[config.mk]
export PLATFORM = sky130hd
export DESIGN_NAME = core_pc_sched
export DESIGN_NICKNAME = d
export VERILOG_FILES = /design/src/rtl/core_pc_sched.sv
export SDC_FILE = /design/constraint.sdc
export NUM_CORES = 1
export LEC_CHECK = 0
export CORE_AREA = 8 8 115 96
export CTS_BUF_LIST = sky130_fd_sc_hd__clkbuf_2 sky130_fd_sc_hd__clkbuf_4 sky130_fd_sc_hd__clkbuf_8
export CTS_CLUSTER_SIZE = 30
export DETAILED_ROUTE_END_ITERATION = 12
export DIE_AREA = 0 0 123 104
export PLACE_DENSITY = 0.88
export SETUP_SLACK_MARGIN = 0.02
export SYNTH_ARGS = -nofsm -noshare
export SYNTH_HDL_FRONTEND = slang
export SYNTH_SLANG_ARGS = --single-unit
export TNS_END_PERCENT = 20
[constraint.sdc]
create_clock -name clk -period 2.17 [get_ports clk]
set_input_delay 0.434 -clock clk [delete_from_list [all_inputs] [get_ports clk]]
set_output_delay 0.434 -clock clk [all_outputs]
set_load 0.01 [all_outputs]
[src/rtl/core_pc_sched.sv]
// core_pc_sched: program-counter scheduler.
// Loads RESET_PC, fetches the current PC, waits for the instruction to retire,
// picks the next PC (trap > aligned redirect > misaligned redirect > PC+4) and
// writes it back once downstream stops stalling.
//
// Ports
//   clk, rst_n                 clock, asynchronous active-low reset
//   stall                      holds the PC write while in UPDATE
//   retire                     current instruction finished (sampled in EXEC)
//   redirect_valid/_pc         taken branch/jump and its target
//   trap_valid/trap_vec        exception/interrupt and handler address
//   ifetch_ack                 instruction memory accepted the request
//   ifetch_req/ifetch_addr     fetch request and address (current PC)
//   pc_wen/pc_next             PC register write strobe and value
//   misalign                   one-cycle pulse: redirect target not word-aligned
//
// state  | meaning
// LOAD   | write RESET_PC into the PC register (one cycle)
// FETCH  | request instruction at PC, wait for ifetch_ack
// EXEC   | wait for retire, latch the next-PC choice
// UPDATE | write latched next PC when stall is low
module core_pc_sched #(
    parameter logic [31:0] RESET_PC = 32'h0000_0000
) (
    input  logic        clk,
    input  logic        rst_n,
    input  logic        stall,
    input  logic        retire,
    input  logic        redirect_valid,
    input  logic [31:0] redirect_pc,
    input  logic        trap_valid,
    input  logic [31:0] trap_vec,
    input  logic        ifetch_ack,
    output logic        ifetch_req,
    output logic [31:0] ifetch_addr,
    output logic        pc_wen,
    output logic [31:0] pc_next,
    output logic        misalign
);

    typedef enum logic [1:0] {
        S_LOAD   = 2'd0,
        S_FETCH  = 2'd1,
        S_EXEC   = 2'd2,
        S_UPDATE = 2'd3
    } state_t;

    state_t      state_q, state_d;
    logic [31:0] pc_q, pc_d;
    logic [31:0] tgt_q, tgt_d;
    logic        mis_q, mis_d;

    logic        redir_aligned;
    logic [31:0] pc_inc;

    assign redir_aligned = (redirect_pc[1:0] == 2'b00);
    assign pc_inc        = pc_q + 32'd4;

    always_ff @(posedge clk or negedge rst_n) begin
        if (!rst_n) begin
            state_q <= S_LOAD;
            pc_q    <= RESET_PC;
            tgt_q   <= RESET_PC;
            mis_q   <= 1'b0;
        end else begin
            state_q <= state_d;
            pc_q    <= pc_d;
            tgt_q   <= tgt_d;
            mis_q   <= mis_d;
        end
    end

    always_comb begin
        state_d = state_q;
        pc_d    = pc_q;
        tgt_d   = tgt_q;
        mis_d   = 1'b0;
        case (state_q)
            S_LOAD: begin
                pc_d    = RESET_PC;
                state_d = S_FETCH;
            end
            S_FETCH: begin
                if (ifetch_ack) state_d = S_EXEC;
            end
            S_EXEC: begin
                if (retire) begin
                    state_d = S_UPDATE;
                    if (trap_valid) begin
                        tgt_d = trap_vec;
                    end else if (redirect_valid && redir_aligned) begin
                        tgt_d = redirect_pc;
                    end else if (redirect_valid) begin
                        tgt_d = trap_vec;
                        mis_d = 1'b1;
                    end else begin
                        tgt_d = pc_inc;
                    end
                end
            end
            S_UPDATE: begin
                if (!stall) begin
                    pc_d    = tgt_q;
                    state_d = S_FETCH;
                end
            end
            default: state_d = S_LOAD;
        endcase
    end

    assign ifetch_req  = (state_q == S_FETCH);
    assign ifetch_addr = pc_q;
    assign misalign    = mis_q;

    // The state register sits in LOAD throughout reset, so the write strobe is
    // qualified with rst_n: no write while held in reset, and the LOAD write
    // lands on the first edge after release.
    assign pc_wen = rst_n & ((state_q == S_LOAD) | ((state_q == S_UPDATE) & ~stall));

    always_comb begin
        pc_next = pc_q;
        if (state_q == S_LOAD)        pc_next = RESET_PC;
        else if (state_q == S_UPDATE) pc_next = tgt_q;
    end

endmodule

* Yosys cells after proc, flatten, opt, wreduce, memory -nomap -nowiden
Index checks and enable logic that the tools add are counted.
Storage, ports and cells: bits in latches 0, memories 0, word-level logic and storage cells 38, RAM bits 0, memory bits (read-only) 0, register bits after elaboration 67
Operators by class: order comparisons 0, bitwise operators 4, div/mod/pow operators 0, shift-type cells 0, reduce and logical (&&, ||, !) cells 7, $add $sub $neg 1, multipliers 0, muxes and demuxes 16, eq/ne operators 6
Operator list (count):
- $mux 32 | 6
- $pmux 32 s2 | 1
- $add 32x3->32 const B | 1
- $pmux 2 s4 | 1
- $mux 2 | 3
- $ne 2x2->1 const B | 3
- $mux 1 | 5
- $eq 2x2->1 const B | 2
- $logic_not 2->1 | 2
- $reduce_and 2->1 | 2
- $reduce_and 3->1 | 1
- $and 1x1->1 | 2
- $eq 2x1->1 const B | 1
- $reduce_bool 2->1 | 1
- $logic_and 1x1->1 | 1
- $not 1->1 | 1
- $or 1x1->1 | 1

* Depth between registers and ports, before layout
Gate-level depths: netlist of run 1.
depth in word-level cells 6, gate-level depth with buffers 7

* Worst setup path after synthesis of run 1
OpenSTA, ideal clock, no wires.
kind register to output, from register state_q[0], to output pc_wen, buffers on the path 3, arrival 1.592 ns, setup slack 0.144 ns, stages on the path, launching flop included 7, cell sequence dfrtp_1 ha_1 clkbuf_1 nor2b_1 clkbuf_1 clkbuf_1 o21a_1
On the way: cells in the longest elaborated chain, start to end 4, elaborated cells on any way between the ends 5, those cells by class 1 x eq/ne; 3 x bitwise; 1 x reduce/logical
Ends and longest elaborated chain:
- from (decl) | RTL line 48 | state_t state_q, state_d;
- from (signal assigned) | RTL line 66 | state_q <= state_d;
- $eq 2x2->1 | RTL line 118 | assign pc_wen = rst_n & ((state_q == S_LOAD) | ((state_q == S_UPDATE) & ~stall));
- $and 1x1->1 | RTL line 118
- $or 1x1->1 * | RTL line 118
- $and 1x1->1 * | RTL line 118
- to (decl) | RTL line 36 | output logic pc_wen,
Every way passes the cells marked *; elsewhere a longest branch is shown, timed or not.

* Worst setup path in the final report of run 1
from register state_q[0], to output pc_next[5]
On the way: cells in the longest elaborated chain, start to end 3, elaborated cells on any way between the ends 4, those cells by class 1 x eq/ne; 2 x mux; 1 x reduce/logical
Ends and longest elaborated chain:
- $eq 2x2->1 | RTL line 123 | else if (state_q == S_UPDATE) pc_next = tgt_q;
- $mux 32 | RTL line 123
- $mux 32 * | RTL line 122 | if (state_q == S_LOAD) pc_next = RESET_PC;
- to (decl) | RTL line 37 | output logic [31:0] pc_next,
Marks and branches as above.

==> results.ini, run 1 <==
[outcome]
status = finished, violations left
violations = negative setup slack

[synth]
ys_seq_area_share_pct = 39.6
synth_area_um2 = 4230
syn_area_per_cell_um2 = 8.93
syn-num-nets = 551
synth_ff_type = dfrtp_1
synth-seq-cells = 67
ys_warn_count = 0
synthArstFlopShare_pct = 100
synth_edf_count = 0
syn_inst = 474
yosysUniqueCellTypes = 42

[power_and_ir_drop]
p_leak_nw = 2.73
p_per_area_nw_per_um2 = 1280
finalPower_mw = 8.16
vdd_drop_max_uv = 686

[sta]
setup_violations = 1
whs_ns = 0.187
finalMaxSlewViolations = 0
finalCriticalPeriod_ns = 2.21
setup_slack_ns = -0.0370
slew_headroom_pct = 62.4
rsz0062_at_grt = yes
fin_crit_sh_pct = 102
fin_skew_ns = 0.0134
fmax_ghz = 0.453
hold_violations = 0
tightest_slew_ns = 0.564

[layout]
fillers = 715
fin_area_um2 = 6360
fin_util_pct = 68.4
antenna_cells = 0
syn_to_final_growth_pct = 50.1
drive_gt1_share_pct = 19.3
nets = 726

[setup_path]
startpoint_type = flip-flop
critPathRequiredTime_ns = 1.74
critical_path_class = reg2out
crit_path_end_kind = output pin
critPathArrivalTime_ns = 1.77
cp_max_fo = 10

[global_route]
grt_max_degree = 42
grt_pass1_wl_mm = 25.8
antenna_found_initial = 0
grt_pass1_vias = 4897
track_usage_pct = 25.2
grt.overflow.total = 0

[placement]
post_dp_cell_area_um2 = 6050
dp_hpwl_mm = 11.7
io_buffers = 137
globalplace.congestion = 0.892

[clock_network]
insertion_delay_ns = 0.36
htree_levels = 3
clkSlewWorstSetupHoldPaths_ns = 0.08
numCtsBuffers = 9
cts_tree = built
cts_buffer_depth = 2
clockRootBuffer = clkbuf_8
cts.sinks = 67

[routing]
vias = 4860
first_pass_iters = 5
wl_mm = 16.6
via_per_inst = 6.29
drt-initial-drc-count = 504
ant_nets = 0
drc_errors = 0
wl_per_cell_um = 21.4

[floorplanning]
dieArea_um2 = 12800
die_width_um = 123
core_um2 = 9290
rows = 32
die_h_um = 104
initial_core_util_pct = 45.6
ios = 138

[job]
drv_cap = 0

[min_path]
worstHoldPathType = in2async

-- routing by layer --
layer	vias to the layer above	routed length [um]	track usage, %
li1	2111	-	-
met1	2343	6580	32.2
met2	365	7650	39.4
met3	41	2000	7.81
met4	0	354	8.58
met5	-	0	0
-- worst max-delay path, stage by stage, from the launching register on --
cell and delay, ns:
dfrtp_1 0.42, ha_4 0.19, buf_12 0.14, buf_8 0.12, mux2i_2 0.24, nor2_1 0.06, clkdlybuf4s15_2 0.23
-- registers in the layout, indices dropped and copies added (netlist names) --
name         flops
ifetch_addr     32
tgt_q           32
state_q          2
misalign         1
-- cell usage in the layout, fill, tap and decap left out, types with 3 or more instances in the layout --
cell type | Yosys | layout
clkdlybuf4s50_1 | 0 | 103
nor2_1 | 67 | 66
dfrtp_1 | 67 | 65
buf_4 | 0 | 58
a22o_1 | 44 | 44
nand2_1 | 37 | 37
mux2i_1 | 32 | 28
o21ai_0 | 29 | 28
a221oi_1 | 26 | 26
a21oi_1 | 15 | 15
xor2_1 | 13 | 13
clkbuf_2 | 0 | 13
nor3_1 | 10 | 10
clkbuf_8 | 0 | 10
buf_2 | 2 | 10
nand3_1 | 9 | 9
o22ai_1 | 9 | 9
clkdlybuf4s15_1 | 0 | 9
inv_1 | 8 | 8
nand4_1 | 8 | 8
xnor2_1 | 8 | 8
buf_12 | 0 | 6
nor4_1 | 7 | 5
and3_1 | 4 | 4
a31oi_1 | 4 | 4
ha_1 | 6 | 4
mux2i_2 | 0 | 3
o21a_1 | 3 | 3
and4_1 | 3 | 3
o31a_1 | 3 | 3
a222oi_1 | 3 | 3
buf_6 | 1 | 3
-- per-stage QoR --
| step | instances | TNS [ns] | setup WS, ns |
|---|---|---|---|
| final | 773 | -0.0370 | -0.0370 |
| after global routing | 773 | -0.149 | -0.0955 |
| after CTS | 766 | -0.119 | -0.0655 |
| after detailed placement | 741 | 0 | 0.00759 |
| after global placement | 741 | 0 | 0.0658 |
| after floorplan | 474 | 0 | 0.144 |
-- cell usage after synthesis, drive strengths merged, types with 10 or more instances --
library cell	n	area, um^2
a21oi	15	75.1
nor3	10	50.1
nand2	37	139
xor2	13	114
mux2i	32	320
nor2	67	251
clkbuf	37	139
a22o	44	385
dfrtp	67	1680
o21ai	30	150
a221oi	26	228
-- final cells by class --
| type | count | area [um^2] | share of cell area [%] |
|---|---|---|---|
| tap | 119 | 149 | 2.34 |
| clock inverter | 6 | 63.8 | 1.00 |
| multi-input combinational | 358 | 2430 | 38.3 |
| sequential | 67 | 1680 | 26.4 |
| inverter | 8 | 30.0 | 0.472 |
| clock buffer | 10 | 138 | 2.16 |
| timing repair buffer | 205 | 1860 | 29.3 |
-- kinds of logic after synthesis --
group                    share of synthesized area (%)
buffers and inverters                             4.58
flip-flops                                        39.6
AND/OR/NAND/NOR                                   17.4
multiplexers                                      7.83
adder cells (fa/ha/maj)                           1.77
XOR/XNOR                                          4.34
AO/OA/AOI/OAI                                     24.5
-- repair_timing --
action / in CTS / in global routing
setup buffers: 9 / 7
gates resized for setup: 72 / 44
setup endpoints to repair: 33 / 41
pin swaps: 1 / 1
gates cloned: 0 / 0
hold buffers: 0 / 0
-- report_power, final --
| part | switching, mW | internal [mW] |
|---|---|---|
| clock | 0.539 | 0.562 |
| sequential | 0.625 | 1.78 |
| combinational | 2.25 | 2.40 |
| total | 3.42 | 4.74 |
-- path summary, 6_finish.rpt --
| path | startpoint | to | slack, ns | cells past startpoint |
|---|---|---|---|---|
| max in group asynchronous | rst_n | ifetch_addr[2]$_DFFE_PN0P_ | 1.07 | 3 |
| worst max register to register | ifetch_addr[13]$_DFFE_PN0P_ | tgt_q[25]$_DFFE_PN0P_ | 0.09 | 5 |
| worst max-delay path | state_q[0]$_DFFE_PN0P_ | pc_next[5] | -0.04 | 6 |
| worst min register to register | tgt_q[6]$_DFFE_PN0P_ | tgt_q[6]$_DFFE_PN0P_ | 0.51 | 2 |
| worst min-delay path | rst_n | ifetch_addr[19]$_DFFE_PN0P_ | 0.19 | 2 |
| min in group clk | tgt_q[6]$_DFFE_PN0P_ | tgt_q[6]$_DFFE_PN0P_ | 0.51 | 2 |
No activity file was read; power rests on OpenSTA's default activity.
==> inputs of run 2 (changes only) <==
Settings changed: CORE_AREA 8 8 115 96 to 2 2 106 88, DIE_AREA 0 0 123 104 to 0 0 108 90, PLACE_DENSITY 0.88 to 0.92.
Clock period 2.17 ns to 2.8 ns, I/O delays scaled along.
==> results.ini, run 2 (synthesis results as in run 1) <==
[power_and_ir_drop]
combPwrFrac_pct = 54.7  ; -2.4 points
p_per_area_nw_per_um2 = 999  ; -22%
clkPwrFrac_pct = 12.8  ; -0.7 points
vdd_drop_max_uv = 625  ; -8.9%
p_leak_nw = 2.44  ; -10%
power_frac_seq_pct = 32.4  ; +3.0 points
p_sw_mw = 2.47  ; -28%
intPower_mw = 3.51  ; -26%
swShare_pct = 41.3  ; -0.60 points

[clock_network]
cts.sinks = 67  ; unchanged
postCtsSetupRepairBufs = 0  ; -9
clkSlewWorstSetupHoldPaths_ns = 0.07  ; about the same
clockRootBuffer = clkbuf_8
cts_buffer_depth = 2  ; unchanged
htree_levels = 3  ; unchanged
insertion_delay_ns = 0.35  ; about the same
numCtsBuffers = 9  ; unchanged
cts_tree = built

[sta]
finalCriticalPeriod_ns = 2.65
hold_violations = 0  ; unchanged
setup_violations = 0  ; -1
fin_crit_sh_pct = 94.5
fin_skew_ns = 0.00696  ; -0.00648 ns
finalSetupTns_ns = 0  ; +0.0370 ns
setup_slack_ns = 0.154  ; +0.191 ns
tightest_slew_ns = 0.729  ; +0.165 ns
whs_ns = 0.357  ; +0.170 ns
finalMaxSlewViolations = 0  ; unchanged
rsz0062_at_grt = no
slew_headroom_pct = 51.2  ; -11 points
fmax_ghz = 0.378

[layout]
final_common_cell = clkdlybuf4s50_1
antenna_cells = 0  ; unchanged
fillers = 686  ; -4.1%
drive_gt1_share_pct = 7.88  ; -11 points
layout_common_cells = 136 x clkdlybuf4s50_1, 67 x nor2_1, 67 x dfrtp_1
nets = 681  ; -6.2%
syn_to_final_growth_pct = 41.4

[setup_path]
cp_max_fo = 18  ; +8
crit_chain = ha_4 > buf_12 > mux2i_1 > nor2_1 > clkdlybuf4s50_1
crit_path_end_kind = output pin
critPathRequiredTime_ns = 2.24  ; +0.50 ns
critical_path_class = reg2out
max_stage_delay_ns = 0.48  ; +0.06 ns
critPathSlowestCell = clkdlybuf4s50_1
startpoint_type = flip-flop
critPathArrivalTime_ns = 2.09  ; +0.32 ns

[min_path]
worstHoldPathType = in2async

[floorplanning]
die_h_um = 90  ; -13%
dieArea_um2 = 9720  ; -24%
initial_core_util_pct = 48.5  ; +2.9 points
ios = 138  ; unchanged
core_um2 = 8730  ; -6.0%
die_width_um = 108  ; -12%
rows = 31  ; -3.1%

[global_route]
grt_max_degree = 38  ; -9.5%
grt_pass1_vias = 4734  ; -3.3%
track_usage_pct = 31.1  ; +5.9 points
grt.overflow.total = 0  ; unchanged
grt_pass1_wl_mm = 23.8  ; -7.5%
antenna_found_initial = 0  ; unchanged

[routing]
wl_per_cell_um = 20.9  ; -2.5%
drc_errors = 0  ; unchanged
first_pass_iters = 7  ; +2
via_per_inst = 6.51  ; +3.6%
vias = 4714  ; -3.0%
wl_mm = 15.1  ; -8.7%
ant_nets = 0  ; unchanged
drt-initial-drc-count = 560  ; +11%

[job]
drv_cap = 0  ; unchanged

[placement]
io_buffers = 137  ; unchanged
dp_hpwl_mm = 10.5  ; -11%
globalplace.congestion = 0.904  ; +1.3%
preCtsSetupSlack_ns = 0.396  ; +0.388 ns

[outcome]
status = complete, no violations

[run 2: cell count changes in the layout (fill, tap and decap cells not counted), moves of 3 or more]
| cell | previous run | this run |
|---|---|---|
| buf_6 | 3 | 0 |
| buf_12 | 6 | 1 |
| clkdlybuf4s15_1 | 9 | 0 |
| buf_4 | 58 | 21 |
| clkbuf_2 | 13 | 0 |
| mux2i_1 | 28 | 32 |
| clkdlybuf4s50_1 | 103 | 136 |
| buf_2 | 10 | 1 |
| mux2i_2 | 3 | 0 |
| clkbuf_4 | 0 | 3 |
[run 2: timing repair]
action	CTS	global route
hold buffers	0	0
setup endpoints to repair	0	2
resized for setup	0	1
[run 2: worst max-delay path: cells and delay by family (launching register included)]
kind                       cells  cell delay (ns)
and+or+nand+nor                1             0.07
buffers and inverters          2             0.68
muxes                          1             0.28
DFF                            1             0.47
adders and majority gates      1             0.22
[run 2: per-stage QoR]
step                util [%]  total power, mW  area, um^2  instances
finish                  68.6             5.98        5990        724
global route            68.6             6.33        5990        724
CTS                     68.2             5.85        5950        723
detailed placement      66.1             5.09        5770        707
global placement        66.1             4.97        5770        707
floorplan                  -             3.51        4230        474
[run 2: final timing paths]
kind / from / end / cells past startpoint / slack (ns)
min in group clk: tgt_q[5]$_DFFE_PN0P_ / tgt_q[5]$_DFFE_PN0P_ / 2 / 0.54
max reg2reg: ifetch_addr[10]$_DFFE_PN0P_ / tgt_q[23]$_DFFE_PN0P_ / 5 / 0.66
min: rst_n / tgt_q[19]$_DFFE_PN0P_ / 2 / 0.36
max in group asynchronous: rst_n / tgt_q[27]$_DFFE_PN0P_ / 3 / 1.62
min reg2reg: tgt_q[5]$_DFFE_PN0P_ / tgt_q[5]$_DFFE_PN0P_ / 2 / 0.54
max: state_q[0]$_DFFE_PN0P_ / pc_next[3] / 5 / 0.15
[run 2: cell type report]
class | count | area (um^2) | share of cell area, %
clock buffer | 14 | 174 | 2.91
clock inverter | 2 | 10.0 | 0.167
inverter | 8 | 30.0 | 0.502
multi-input combinational | 358 | 2380 | 39.8
sequential | 67 | 1680 | 28.0
tap | 115 | 144 | 2.40
timing repair buffer | 160 | 1570 | 26.2
[run 2: routing by layer]
| layer | global-route usage [%] | up-vias | wire, um |
|---|---|---|---|
| met2 | 48.5 | 371 | 7070 |
| met3 | 8.92 | 59 | 1740 |
| met1 | 40.9 | 2260 | 5900 |
| li1 | - | 2024 | - |
| met4 | 11.6 | 0 | 435 |
| met5 | 0 | - | 0 |
[run 2: power groups by stage]
stage / clock [mW] / combinational (mW) / sequential, mW
2_1_floorplan: 0 / 1.70 / 1.81
3_3_place_gp: 0 / 3.09 / 1.89
3_5_place_dp: 0 / 3.17 / 1.92
4_1_cts: 0.764 / 3.19 / 1.90
5_1_grt: 0.812 / 3.52 / 1.99
6_report: 0.767 / 3.27 / 1.94
